**src/rtl/ram_pkg.sv**
```systemverilog
// Shared types for the chip-selected single-port RAM family.
package ram_pkg;

  typedef enum logic {
    ST_CLEAR,
    ST_IDLE
  } ram_state_t;

  localparam logic RW_READ  = 1'b0;
  localparam logic RW_WRITE = 1'b1;

endpackage

```
**src/rtl/ram_sp_cs_param.sv**
```systemverilog
// Parametrised single-port synchronous RAM with chip select, self-clear sequence
// and registered read-valid / ack handshake.
module ram_sp_cs_param
  import ram_pkg::*;
#(
  parameter int                ADDR_W   = 4,
  parameter int                DATA_W   = 8,
  parameter int                CS_W     = 4,
  parameter logic [DATA_W-1:0] INIT_VAL = '0
) (
  input  logic              clk,
  input  logic              rst_n,
  input  logic [CS_W-1:0]   cs,
  input  logic              req,
  input  logic              rw,
  input  logic [ADDR_W-1:0] addr,
  input  logic [DATA_W-1:0] wdata,
  input  logic              clr,
  output logic [DATA_W-1:0] rdata,
  output logic              rdata_oe,
  output logic              busy,
  output logic              ack
);

  localparam int DEPTH = 2 ** ADDR_W;

  logic [DATA_W-1:0] mem [DEPTH];

  ram_state_t        state_q, state_d;
  logic [ADDR_W-1:0] clr_ptr_q, clr_ptr_d;
  logic              sel, accept, rd_accept, we;
  logic [ADDR_W-1:0] waddr;
  logic [DATA_W-1:0] wd;

  assign sel       = &cs;
  assign rd_accept = accept & (rw == RW_READ);
  assign busy      = (state_q == ST_CLEAR);

  // Clear sequence and user writes share the single write port.
  always_comb begin
    state_d   = state_q;
    clr_ptr_d = clr_ptr_q;
    accept    = 1'b0;
    we        = 1'b0;
    waddr     = addr;
    wd        = wdata;
    unique case (state_q)
      ST_CLEAR: begin
        if (clr) begin
          clr_ptr_d = '0;
        end else begin
          we        = 1'b1;
          waddr     = clr_ptr_q;
          wd        = INIT_VAL;
          clr_ptr_d = clr_ptr_q + 1'b1;
          if (&clr_ptr_q) state_d = ST_IDLE;
        end
      end
      ST_IDLE: begin
        if (clr) begin
          state_d   = ST_CLEAR;
          clr_ptr_d = '0;
        end else begin
          accept = req & sel;
          we     = accept & (rw == RW_WRITE);
        end
      end
      default: state_d = ST_CLEAR;
    endcase
  end

  always_ff @(posedge clk) begin
    if (!rst_n) begin
      state_q   <= ST_CLEAR;
      clr_ptr_q <= '0;
      rdata     <= '0;
      rdata_oe  <= 1'b0;
      ack       <= 1'b0;
    end else begin
      state_q   <= state_d;
      clr_ptr_q <= clr_ptr_d;
      ack       <= accept;
      rdata_oe  <= rd_accept;
      if (rd_accept) rdata <= mem[addr];
    end
  end

  // Reset wins over any write that would otherwise land this cycle.
  always_ff @(posedge clk) begin
    if (we && rst_n) mem[waddr] <= wd;
  end

endmodule

```
**config.mk**
```make
export PLATFORM = sky130hd
export DESIGN_NAME = ram_sp_cs_param
export DESIGN_NICKNAME = d
export VERILOG_FILES = /design/src/rtl/ram_pkg.sv /design/src/rtl/ram_sp_cs_param.sv
export SDC_FILE = /design/constraint.sdc
export NUM_CORES = 1
export LEC_CHECK = 0
export CAP_MARGIN = 20
export CORE_MARGIN = 2
export CORE_UTILIZATION = 55
export CTS_CLUSTER_SIZE = 20
export DETAILED_ROUTE_END_ITERATION = 7
export PLACE_DENSITY_LB_ADDON = 0.25
export SYNTH_ARGS = -nofsm -noshare
export SYNTH_HDL_FRONTEND = slang
export SYNTH_SLANG_ARGS = --single-unit
```
**constraint.sdc**
```tcl
create_clock -name clk -period 4.3 [get_ports clk]
set_clock_uncertainty 0.1 [all_clocks]
set_input_delay 0.86 -clock clk [delete_from_list [all_inputs] [get_ports clk]]
set_output_delay 0.86 -clock clk [all_outputs]
set_load 0.02 [all_outputs]
```
# Yosys cells after proc, flatten, opt, wreduce, memory -nomap -nowiden
# Memories as Yosys holds them, arrays and structs flattened. A register that Yosys moved wholly into a read port is not among the register bits.
# Cells that the tools add are included.
[totals] reg_bits=7 ram_bits=128 output_inout_bits=11 mem_count=1
[memory_table] memory="mem" depth=16 width=8 read_ports=1 rd_clocked_by_memory_dff=1 wr=1 line="ram_sp_cs_param.sv:27" rtl="logic [DATA_W-1:0] mem [DEPTH];"
[classes] n_addsub=1 n_eq_ne=1 mux=17 bitwise_logic=5 reduce_logical=4
[op_table] operator="4-bit 2-to-1 mux" n=4
[op_table] operator="8-bit 2-to-1 mux" n=2
[op_table] operator="1-bit 2-to-1 mux" n=8
[op_table] operator="4-bit case mux with 2 select lines" n=1
[op_table] operator="4-bit AND reduction" n=2
[op_table] operator="4-bit by 1-bit adder with 4-bit output (second input constant)" n=1
[op_table] operator="1-bit case mux with 2 select lines" n=2
[op_table] operator="1-bit bitwise AND" n=3
[op_table] operator="2-bit != test (second input constant)" n=1
[op_table] operator="1-bit inverter" n=2
[op_table] operator="1-bit logical AND" n=1
[op_table] operator="1-bit logical NOT" n=1

# Depth between registers and ports, before layout
[depth] word_depth=8 ltp_mapped=6

# Worst setup path after synthesis
# Ideal clock, no wire load.
[synth_timing] path_kind="input to register" startpoint="in clr" endpoint="mem mem[13][0], enable pin" setup_time_ps=383 arrival_time_ps=2524 setup_slack_ps=1292 cell_stages=5 path_buffers=1 cell_sequence="nor2_2 mux2_2 or3b_1 buf_2 nor3_1"
[synth_between] elab_chain_len=5 elab_cells_between_ends=8 cone_classes="mux: 7; reduce/logical: 1"
[synth_rtl] item="from (decl)" line="ram_sp_cs_param.sv:18" rtl="input logic clr,"
[synth_rtl] item="1-bit 2-to-1 mux, on equally long branches" line="ram_sp_cs_param.sv:60, ram_sp_cs_param.sv:49"
[synth_rtl] item="1-bit case mux with 2 select lines" line="ram_sp_cs_param.sv:47" rtl="unique case (state_q)"
[synth_rtl] item="1-bit logical AND" line="ram_sp_cs_param.sv:90" rtl="if (we && rst_n) mem[waddr] <= wd;"
[synth_rtl] item="1-bit 2-to-1 mux" line="ram_sp_cs_param.sv:90"
[synth_rtl] item="1-bit 2-to-1 mux (not written as such)" line="ram_sp_cs_param.sv:90"
[synth_rtl] item="to (decl)" line="ram_sp_cs_param.sv:27"
# Parallel ways exist; a longest one is shown, timed or not.

# Worst setup path in the final report
[layout_timing] startpoint="in clr" endpoint="mem mem[8][2], enable pin"
# Same word-level chain as after synthesis.

==> reports/qor.log <==
qor: run_status.status finished clean
qor: detailed_routing.firstDrtPassIters 5
qor: clock_network.hold_buffers 0
qor: placement.numPortBuffers 31
qor: die.die_x 105.8 um
qor: timing.grt_setup_unrepaired false
qor: detailed_routing.number_of_vias_per_cell_after_detailed_routing 5.785
qor: global_routing.initial_antenna_violation_count 0
qor: yosys.postSynthNetCount 319
qor: power_and_ir_drop.power_per_cell_area 432.8 mW/mm^2
qor: die.die_boundary_height 105.8 um
qor: power_and_ir_drop.power 2944 uW
qor: finish.final_net_count 380
qor: finish.final_common_cell edfxtp_1
qor: timing.layout_worst_path_cycle_share 79.60%
qor: job.drv.max_cap_violation_count 0
qor: yosys.synthesis.area_per_instance 19.19 sq um
qor: power_and_ir_drop.worst_ir_drop_vdd 304.6 uV
qor: critical_path.startpoint_class_of_the_critical_path input pin
qor: finish.post_route_cells_drive_above_1_share 24.53%
qor: clock_network.postCtsSetupBuffers 0
qor: detailed_routing.detail_route.iter0.violations 220
qor: die.ios 32
qor: timing.fmaxAchievable 0.2922 GHz
qor: detailed_routing.wl 11090 um
qor: critical_path.setup.worst_path.class input pin to register
qor: timing.report.final.hold_viol_count 0
qor: global_routing.groute.usage.overall 21.92%
qor: detailed_routing.drt.antenna.violating_nets 0
qor: timing.totalNegativeSetupSlack 0 ns
qor: die.core-area 0.01018 sq mm
qor: yosys.synth-seq-area-share 72.70%
qor: finish.multi_input_area 0.001460 sq mm
qor: clock_network.htree_levels 4
qor: detailed_routing.drc 0
qor: timing.worst_pin_slew 1.044 ns
qor: finish.ff_latch_area 0.004144 sq mm
qor: critical_path.flop_to_flop_setup_slack 1.32 ns
qor: critical_path.crit_arrival 3.47 ns
qor: clock_network.gates_resized_cts_repair 0
qor: detailed_routing.wl_per_cell 21.86 um
qor: die.design.die.area 0.01119 sq mm
qor: yosys.synth.cell_area 0.005700 sq mm
qor: yosys.synth.yosys.warnings 0
qor: timing.number_of_setup_violations_in_the_final_report 0
qor: worst_hold_path.min-delay-path-class register to register
qor: finish.insertedDiodeCount 0
qor: power_and_ir_drop.p_leak 0.002273 uW
qor: finish.n_fill_cell 672
qor: timing.slew_headroom 30.28%
qor: placement.detailedPlacementHpwl 6952 um
qor: clock_network.cts_buffer_depth 2
qor: critical_path.worst_ep_required_time 4.35 ns
qor: die.core.rowCount 37
qor: die.initial_utilization 55.97%
qor: clock_network.tritoncts_num_sinks 143
qor: finish.areaGrowthSynthToFinish 19.34%
qor: global_routing.pin_count_of_the_biggest_net_entering_global_routing 33
qor: clock_network.cts_tree done
qor: global_routing.grt_pass1_vias 3002
qor: global_routing.global_route_wire_length_before_repair 17210 um
qor: clock_network.clk-insertion-delay-late 0.52 ns
qor: yosys.synth_seq_cells 143
qor: detailed_routing.via_count 2933
qor: yosys.synth_cell_type_count 39
qor: finish.most_frequent_cells_in_the_layout 128 x edfxtp_1, 30 x clkdlybuf4s50_1, 24 x mux4_2
qor: critical_path.critical_path.endpoint_type register
qor: critical_path.critical_path_maximum_fanout 16
qor: timing.timing_max_transition_violations_final 0
qor: clock_network.clkTransAtPathRegs 0.06 ns
qor: clock_network.cts-buffers-inserted 17
qor: clock_network.cts.root.buffer_cell clkbuf_8
qor: global_routing.grt-ovfl-total 0
qor: placement.finalWeightedCongestion 0.8250
qor: timing.min_period 3.423 ns
qor: yosys.syn-instance-count 297
==> cells in the mapped netlist, drive strengths merged <==
cell type / instances / area, sq um
nor2: 19 / 73.82
a22oi: 5 / 37.54
buf: 12 / 81.33
o41a: 1 / 11.26
clkbuf: 1 / 3.750
xor2: 2 / 17.52
mux2i: 10 / 100.1
nand2: 15 / 56.30
ha: 1 / 12.51
nand3: 2 / 10.01
mux2: 10 / 112.6
nand2b: 4 / 32.53
or4b: 2 / 20.02
nor4b: 1 / 15.01
dfxtp: 15 / 300.3
or3b: 1 / 8.760
a21oi: 1 / 5.000
o211ai: 3 / 22.52
nor3: 5 / 25.02
nor4: 1 / 6.260
inv: 3 / 11.26
edfxtp: 128 / 3844
o32ai: 1 / 8.760
or4: 1 / 7.510
xnor2: 1 / 8.760
o21ai: 7 / 35.03
mux4: 32 / 750.7
nand4: 2 / 12.51
o31ai: 1 / 7.510
a31oi: 1 / 6.260
nor2b: 9 / 56.30
==> logic make-up after synthesis <==
group           Yosys count  synth area share (%)
mux                      52                 16.90
simple gates             62                 5.685
buf+inv                  16                 1.690
xor+xnor                  3                0.4610
compound gates           20                 2.349
flops                   143                 72.70
fa+ha+maj                 1                0.2195
==> path summary, 6_finish.rpt <==
path / startpoint / end / depth (start not counted)
setup / recovery: clr / mem[8][2] / 5
hold / removal: rdata[2] / rdata[2] / 2
setup reg to reg: state_q / mem[8][2] / 4
hold reg to reg: rdata[2] / rdata[2] / 2
==> power by group <==
group	internal (uW)	switching, uW	leakage (uW)	total (uW)
clock network	751	517	0.000250	1270
logic	70.3	79.5	0.000727	150
registers	1520	3.13	0.00130	1530
==> metrics by stage <==
stage	cells	util [%]	hold slack, ns	cell area, sq um	setup WS (ns)
2_1_floorplan	297	-	0.3951	5700	1.292
3_3_place_gp	471	61.28	0.3706	6241	0.5175
3_5_place_dp	471	61.28	0.3798	6241	0.3767
4_1_cts	503	66.38	0.3937	6760	0.8996
5_1_grt	507	66.79	0.4075	6803	0.6683
6_report	507	66.79	0.3849	6803	0.8771
==> registers in the layout (all words and copies together) (netlist names) <==
name	count
ack	1
clr_ptr_q	4
mem	128
rdata	8
rdata_oe	1
state_q	1
==> per-layer routing <==
metal | GRT usage, % | wire, um | up-vias
met4 | 7.143 | 144 | 0
met1 | 30.06 | 4758 | 1476
met2 | 34.06 | 5476 | 105
met3 | 6.741 | 705 | 13
li1 | - | - | 1339
met5 | 0 | 0 | -
==> layout make-up <==
cell class | count | area share (%)
clock buffer | 18 | 6.143
clock inverter | 14 | 1.490
inverter | 3 | 0.1655
multi-input combinational | 138 | 21.46
sequential | 143 | 60.92
tap | 136 | 2.501
timing repair buffer | 55 | 7.320
==> worst max-delay path, stage by stage <==
cell and delay (ns):
clkdlybuf4s50_1 0.53, nor2_2 0.59, mux2_2 0.43, or3b_1 0.48
nor2_1 0.58
Power figures use the tool's default switching activity.
